--- src/rtl/fu_mul_pipe_pkg.sv ---
// Shared core definitions for the multiply functional unit: op encodings,
// operand-signedness helpers and the default FU latencies used by issue scoreboarding.
package fu_mul_pipe_pkg;

  localparam int unsigned MUL_OP_W = 2;

  typedef enum logic [MUL_OP_W-1:0] {
    MUL_OP_MUL    = 2'b00,
    MUL_OP_MULH   = 2'b01,
    MUL_OP_MULHSU = 2'b10,
    MUL_OP_MULHU  = 2'b11
  } mul_op_e;

  // Default functional-unit latencies seen by the issue logic
  localparam int unsigned FU_LAT_ALU = 1;
  localparam int unsigned FU_LAT_MUL = 7;
  localparam int unsigned FU_LAT_DIV = 34;

  function automatic logic mul_a_signed(input mul_op_e op);
    return (op == MUL_OP_MULH) || (op == MUL_OP_MULHSU);
  endfunction

  function automatic logic mul_b_signed(input mul_op_e op);
    return (op == MUL_OP_MULH);
  endfunction

  function automatic logic mul_takes_high(input mul_op_e op);
    return (op != MUL_OP_MUL);
  endfunction

endpackage

--- src/rtl/fu_mul_pipe_reg.sv ---
// Generic pipeline stage register: valid bit plus payload, advanced by en,
// valid killed by flush; shared by the multiply, divide and FP pipelines.
module fu_pipe_reg #(
  parameter int unsigned W = 1
) (
  input  logic         clk,
  input  logic         rst,
  input  logic         flush,
  input  logic         en,
  input  logic         valid_in,
  input  logic [W-1:0] data_in,
  output logic         valid_out,
  output logic [W-1:0] data_out
);

  // Flush drops only the valid; payload of a dead stage is don't-care
  always_ff @(posedge clk) begin
    if (rst) begin
      valid_out <= 1'b0;
      data_out  <= '0;
    end else if (flush) begin
      valid_out <= 1'b0;
    end else if (en) begin
      valid_out <= valid_in;
      data_out  <= data_in;
    end
  end

endmodule

--- src/rtl/fu_mul_pipe.sv ---
// Pipelined RV32M multiply unit: one op per cycle, tag carried to the result,
// whole pipe freezes while a finished result waits for the CDB.
module fu_mul_pipe
  import fu_mul_pipe_pkg::*;
#(
  parameter int unsigned XLEN    = 32,
  parameter int unsigned LATENCY = FU_LAT_MUL,
  parameter int unsigned TAG_W   = 3
) (
  input  logic                clk,
  input  logic                rst,
  input  logic                flush,
  input  logic                EN,
  input  logic [MUL_OP_W-1:0] op,
  input  logic [XLEN-1:0]     A,
  input  logic [XLEN-1:0]     B,
  input  logic [TAG_W-1:0]    tag_in,
  output logic                ready,
  output logic [XLEN-1:0]     res,
  output logic [TAG_W-1:0]    tag_out,
  output logic                finish,
  input  logic                ack
);

  localparam int unsigned PROD_W = 2 * XLEN;

  typedef struct packed {
    mul_op_e          op;
    logic [TAG_W-1:0] tag;
    logic [XLEN-1:0]  a;
    logic [XLEN-1:0]  b;
  } opnd_t;

  typedef struct packed {
    mul_op_e          op;
    logic [TAG_W-1:0] tag;
    logic [PROD_W-1:0] prod;
  } prod_t;

  typedef struct packed {
    logic [TAG_W-1:0] tag;
    logic [XLEN-1:0]  res;
  } out_t;

  logic  advance;
  opnd_t s1_in;
  opnd_t s1_q;
  logic  s1_valid;
  prod_t prod1;
  prod_t mid_d [1:LATENCY-1];
  logic  mid_v [1:LATENCY-1];
  out_t  out_in;
  out_t  out_q;

  logic [XLEN:0]     a_ext;
  logic [XLEN:0]     b_ext;
  logic [PROD_W-1:0] a_wide;
  logic [PROD_W-1:0] b_wide;

  // Entire pipe moves unless a finished result is still waiting for the CDB
  assign advance = ~finish | ack;
  assign ready   = advance;

  always_comb begin
    s1_in     = '0;
    s1_in.op  = mul_op_e'(op);
    s1_in.tag = tag_in;
    s1_in.a   = A;
    s1_in.b   = B;
  end

  fu_pipe_reg #(.W($bits(opnd_t))) u_stage1 (
    .clk       (clk),
    .rst       (rst),
    .flush     (flush),
    .en        (advance),
    .valid_in  (EN),
    .data_in   (s1_in),
    .valid_out (s1_valid),
    .data_out  (s1_q)
  );

  // Only the low 2*XLEN bits of the (XLEN+1)x(XLEN+1) signed product are ever
  // selected, so a 2*XLEN modular multiply of the extended operands is exact
  always_comb begin
    a_ext      = {mul_a_signed(s1_q.op) & s1_q.a[XLEN-1], s1_q.a};
    b_ext      = {mul_b_signed(s1_q.op) & s1_q.b[XLEN-1], s1_q.b};
    a_wide     = {{(XLEN-1){a_ext[XLEN]}}, a_ext};
    b_wide     = {{(XLEN-1){b_ext[XLEN]}}, b_ext};
    prod1      = '0;
    prod1.op   = s1_q.op;
    prod1.tag  = s1_q.tag;
    prod1.prod = a_wide * b_wide;
  end

  assign mid_v[1] = s1_valid;
  assign mid_d[1] = prod1;

  // Plain register stages after the multiply give synthesis room to retime it
  for (genvar k = 2; k < LATENCY; k++) begin : g_mid
    fu_pipe_reg #(.W($bits(prod_t))) u_stage (
      .clk       (clk),
      .rst       (rst),
      .flush     (flush),
      .en        (advance),
      .valid_in  (mid_v[k-1]),
      .data_in   (mid_d[k-1]),
      .valid_out (mid_v[k]),
      .data_out  (mid_d[k])
    );
  end

  always_comb begin
    out_in     = '0;
    out_in.tag = mid_d[LATENCY-1].tag;
    out_in.res = mul_takes_high(mid_d[LATENCY-1].op) ? mid_d[LATENCY-1].prod[PROD_W-1:XLEN]
                                                     : mid_d[LATENCY-1].prod[XLEN-1:0];
  end

  fu_pipe_reg #(.W($bits(out_t))) u_stage_out (
    .clk       (clk),
    .rst       (rst),
    .flush     (flush),
    .en        (advance),
    .valid_in  (mid_v[LATENCY-1]),
    .data_in   (out_in),
    .valid_out (finish),
    .data_out  (out_q)
  );

  assign res     = out_q.res;
  assign tag_out = out_q.tag;

endmodule

--- config.mk ---
export PLATFORM = sky130hd
export DESIGN_NAME = fu_mul_pipe
export DESIGN_NICKNAME = d
export VERILOG_FILES = /design/src/rtl/fu_mul_pipe_pkg.sv /design/src/rtl/fu_mul_pipe_reg.sv /design/src/rtl/fu_mul_pipe.sv
export SDC_FILE = /design/constraint.sdc
export NUM_CORES = 2
export LEC_CHECK = 0
export ABC_AREA = 1
export CAP_MARGIN = 5
export CELL_PAD_IN_SITES_DETAIL_PLACEMENT = 0
export CELL_PAD_IN_SITES_GLOBAL_PLACEMENT = 2
export CORE_MARGIN = 2
export CORE_UTILIZATION = 39
export CTS_BUF_LIST = sky130_fd_sc_hd__clkbuf_4 sky130_fd_sc_hd__clkbuf_8 sky130_fd_sc_hd__clkbuf_16
export DETAILED_ROUTE_END_ITERATION = 6
export PLACE_DENSITY_LB_ADDON = 0.05
export SLEW_MARGIN = 40
export SYNTH_ARGS = -nofsm -noshare
export SYNTH_HDL_FRONTEND = slang
export SYNTH_SLANG_ARGS = --single-unit
--- constraint.sdc ---
create_clock -name clk -period 9.95 [get_ports clk]
set_input_delay 0.995 -clock clk [delete_from_list [all_inputs] [get_ports clk]]
set_output_delay 0.995 -clock clk [all_outputs]
set_load 0.005 [all_outputs]
==> results.txt <==
FF-to-FF Start = u_stage1.data_out[68]$_SDFFE_PP0P_
largest family of logic cells by synthesized area = adder cells
Final ANT Viol Nets = 0
syn nets = 8577
Compound-Gate Fraction of Synth Area = 6.03%
vias in the first global route = 46.2k
outcome = finished clean
Final Hold Fails = 0
final WL = 173000 um
Seq/Total Area, Yosys = 16.3%
total chip power = 13.9 mW
Root Driver = clkbuf_16
GR Overflow Total = 0
Worst Path Arrival = 9.01 ns
htree depth = 2
drt wl/cell = 19.3 um
Site Rows = 139
Slew HR = 42.8%
worst-path fanout max = 13
CP Launch Point = u_stage1.data_out[68]$_SDFFE_PP0P_
global-route wire length before repair = 279000 um
post-synthesis cell count = 7165
f_max = 118 MHz
commonest non-fill, non-tap cell in the layout = inv_1
Diodes inserted = 0
hold path startpoint = g_mid[4].u_stage.valid_out$_SDFFE_PP0N_
Pleak = 30.8 nW
most frequent cells in the layout = inv_1 (1666), nand2_1 (1434), fa_1 (1125)
Initial Util = 39.2%
Slew @ Worst Pin = 0.857 ns
IO Pins = 111
post-synthesis adder-cell area fraction = 44.9%
Tcrit/Tclk final = 84.9%
#FFs+latches synth = 456
WS Path Type = reg2reg
post-synthesis mux area share = 0%
filler cell count = 14.9k
Netlist cell types = 36
Max Slew Vio Count = 0
mean post-synth cell area = 7.82 sq um
Reg clk slew, reported paths = 0.06 ns
antenna violations before repair = 2
Longest Clk Path Bufs = 3
Setup TNS Final = 0 ns
DRC = 0
Vias = 43.1k
MaxCap Viol Count = 0
pin count of the biggest net entering global routing = 210
Nets = 8431
port bufs = 110
Ys Warns = 0
final instance area = 0.0607 sq mm
Core Footprint = 0.143 sq mm
WP data required = 10.51 ns
Vias/cell = 4.81
overall global routing resource usage = 24.6%
Placed Area = 0.0588 sq mm
most used cell, CP = fa_1
final setup vio count = 0
total clock buffers created by CTS = 57
CP max stage delay = 0.87 ns
routability cong. = 0.868
# hold bufs at CTS = 0
Synth Area in Simple Gates = 18.1%
RSZ-0062 raised after global routing = false
TritonCTS clock tree = yes
die height = 383 um
worst hold margin = 0.453 ns
die area = 0.147 sq mm
# clock sinks = 456
Hold WC Path Type = reg2reg
FF+latch area = 0.00918 sq mm
PostCTS Resize Cnt = 0
P&R area growth vs syn = 8.30%
fin crit period = 8.45 ns
Initial DRC Count = 2406
critical path launch point type = register
post-CTS setup buffers = 0
CP endpoint kind = register
area occupied by multi-input gates = 0.0390 sq mm
worst vdd ir = 0.000248 V
Die Span X = 383 um
area of the mapped netlist = 0.0561 sq mm
clock latency on the worst-skew pair = 0.70 ns
detailed placement HPWL = 139000 um
Synth Area in XOR/XNOR = 0.484%
Cell Pwr Density = 228 mW/mm^2
layout cells sized above 1 = 4.22%
slowest CP cell = fa_1
clock skew = 0.0468 ns
DRT Pass-1 Iters = 5
[where the power goes]
part | total, mW | switching [mW] | leakage, nW | internal [mW]
sequential | 2.27 | 0.226 | 3.78 | 2.04
combinational | 9.51 | 6.42 | 26.0 | 3.09
clock | 2.08 | 0.898 | 0.925 | 1.18
[cell families (layout without fill, tap and decap cells)]
kind of cell	after synthesis	in the layout
XOR/XNOR	31	31
buffers and inverters	2088	1978
AND/OR/NAND/NOR	2598	2598
flip-flops	456	456
adder cells (fa/ha/maj)	1338	1338
AO/OA/AOI/OAI	654	654
[worst max-delay path: cells and delay by family, from the launching register on]
family | cells | cell delay, ns
simple gates | 9 | 1.41
flops | 1 | 0.30
buf+inv | 7 | 1.04
fa+ha+maj | 10 | 5.58
[cell type report]
| type | count | share of cell area [%] |
|---|---|---|
| Clock buffer | 79 | 2.71 |
| Clock inverter | 16 | 0.334 |
| Inverter | 1672 | 10.4 |
| Multi-Input combinational cell | 4621 | 64.2 |
| Sequential cell | 456 | 15.1 |
| Tap cell | 1903 | 3.92 |
| Timing Repair Buffer | 211 | 3.32 |
[path summary, 6_finish.rpt]
kind	end	slack (ns)	cells past startpoint
max	g_mid[2].u_stage.data_out[59]$_SDFFE_PP0P_	1.50	26
min	g_mid[5].u_stage.valid_out$_SDFFE_PP0N_	0.45	2
max reg2reg	g_mid[2].u_stage.data_out[59]$_SDFFE_PP0P_	1.50	26
min reg2reg	g_mid[5].u_stage.valid_out$_SDFFE_PP0N_	0.45	2
[sequential cells by signal, summed over array words and instances (netlist names)]
register	cells
g_mid.u_stage.data_out	345
u_stage1.data_out	69
u_stage_out.data_out	35
g_mid.u_stage.valid_out	5
u_stage1.valid_out	1
u_stage_out.valid_out	1
[synth_stat cells (all sizes together)]
cell / n / area, sq um
or2: 8 / 50.1
nor4: 1 / 12.5
dfxtp: 456 / 9130
nand3: 99 / 556
o211ai: 4 / 35.0
nand4: 19 / 119
clkbuf: 330 / 1240
nand3b: 5 / 37.5
a21oi: 154 / 793
a211oi: 1 / 7.51
ha: 213 / 2670
xor2: 23 / 201
a21o: 5 / 37.5
o21ai: 472 / 2370
buf: 86 / 428
a21boi: 1 / 7.51
inv: 1672 / 6280
fa: 1125 / 22500
nor2: 1013 / 3880
nand2: 1447 / 5460
o21a: 2 / 15.0
and2: 1 / 6.26
o21bai: 15 / 113
xnor2: 8 / 70.1
nor3: 5 / 30.0
[per-stage QoR]
| step | instances | util [%] | worst slack (ns) |
|---|---|---|---|
| floorplan | 7165 | - | 2.38 |
| global placement | 8861 | 41.1 | 1.45 |
| detailed placement | 8861 | 41.1 | 1.40 |
| CTS | 8956 | 42.4 | 1.38 |
| global route | 8958 | 42.4 | 0.982 |
| finish | 8958 | 42.4 | 1.50 |
[metal layers]
metal	wire, um	vias to the layer above	part of all wire [%]	track usage (%)
met4	2550	0	1.5	3.69
met3	5970	128	3.4	2.45
met1	81300	22000	47	34.6
met2	83400	671	48	41.7
li1	-	20300	-	-
met5	0	-	0	0
(Power assumes the default switching activity.)
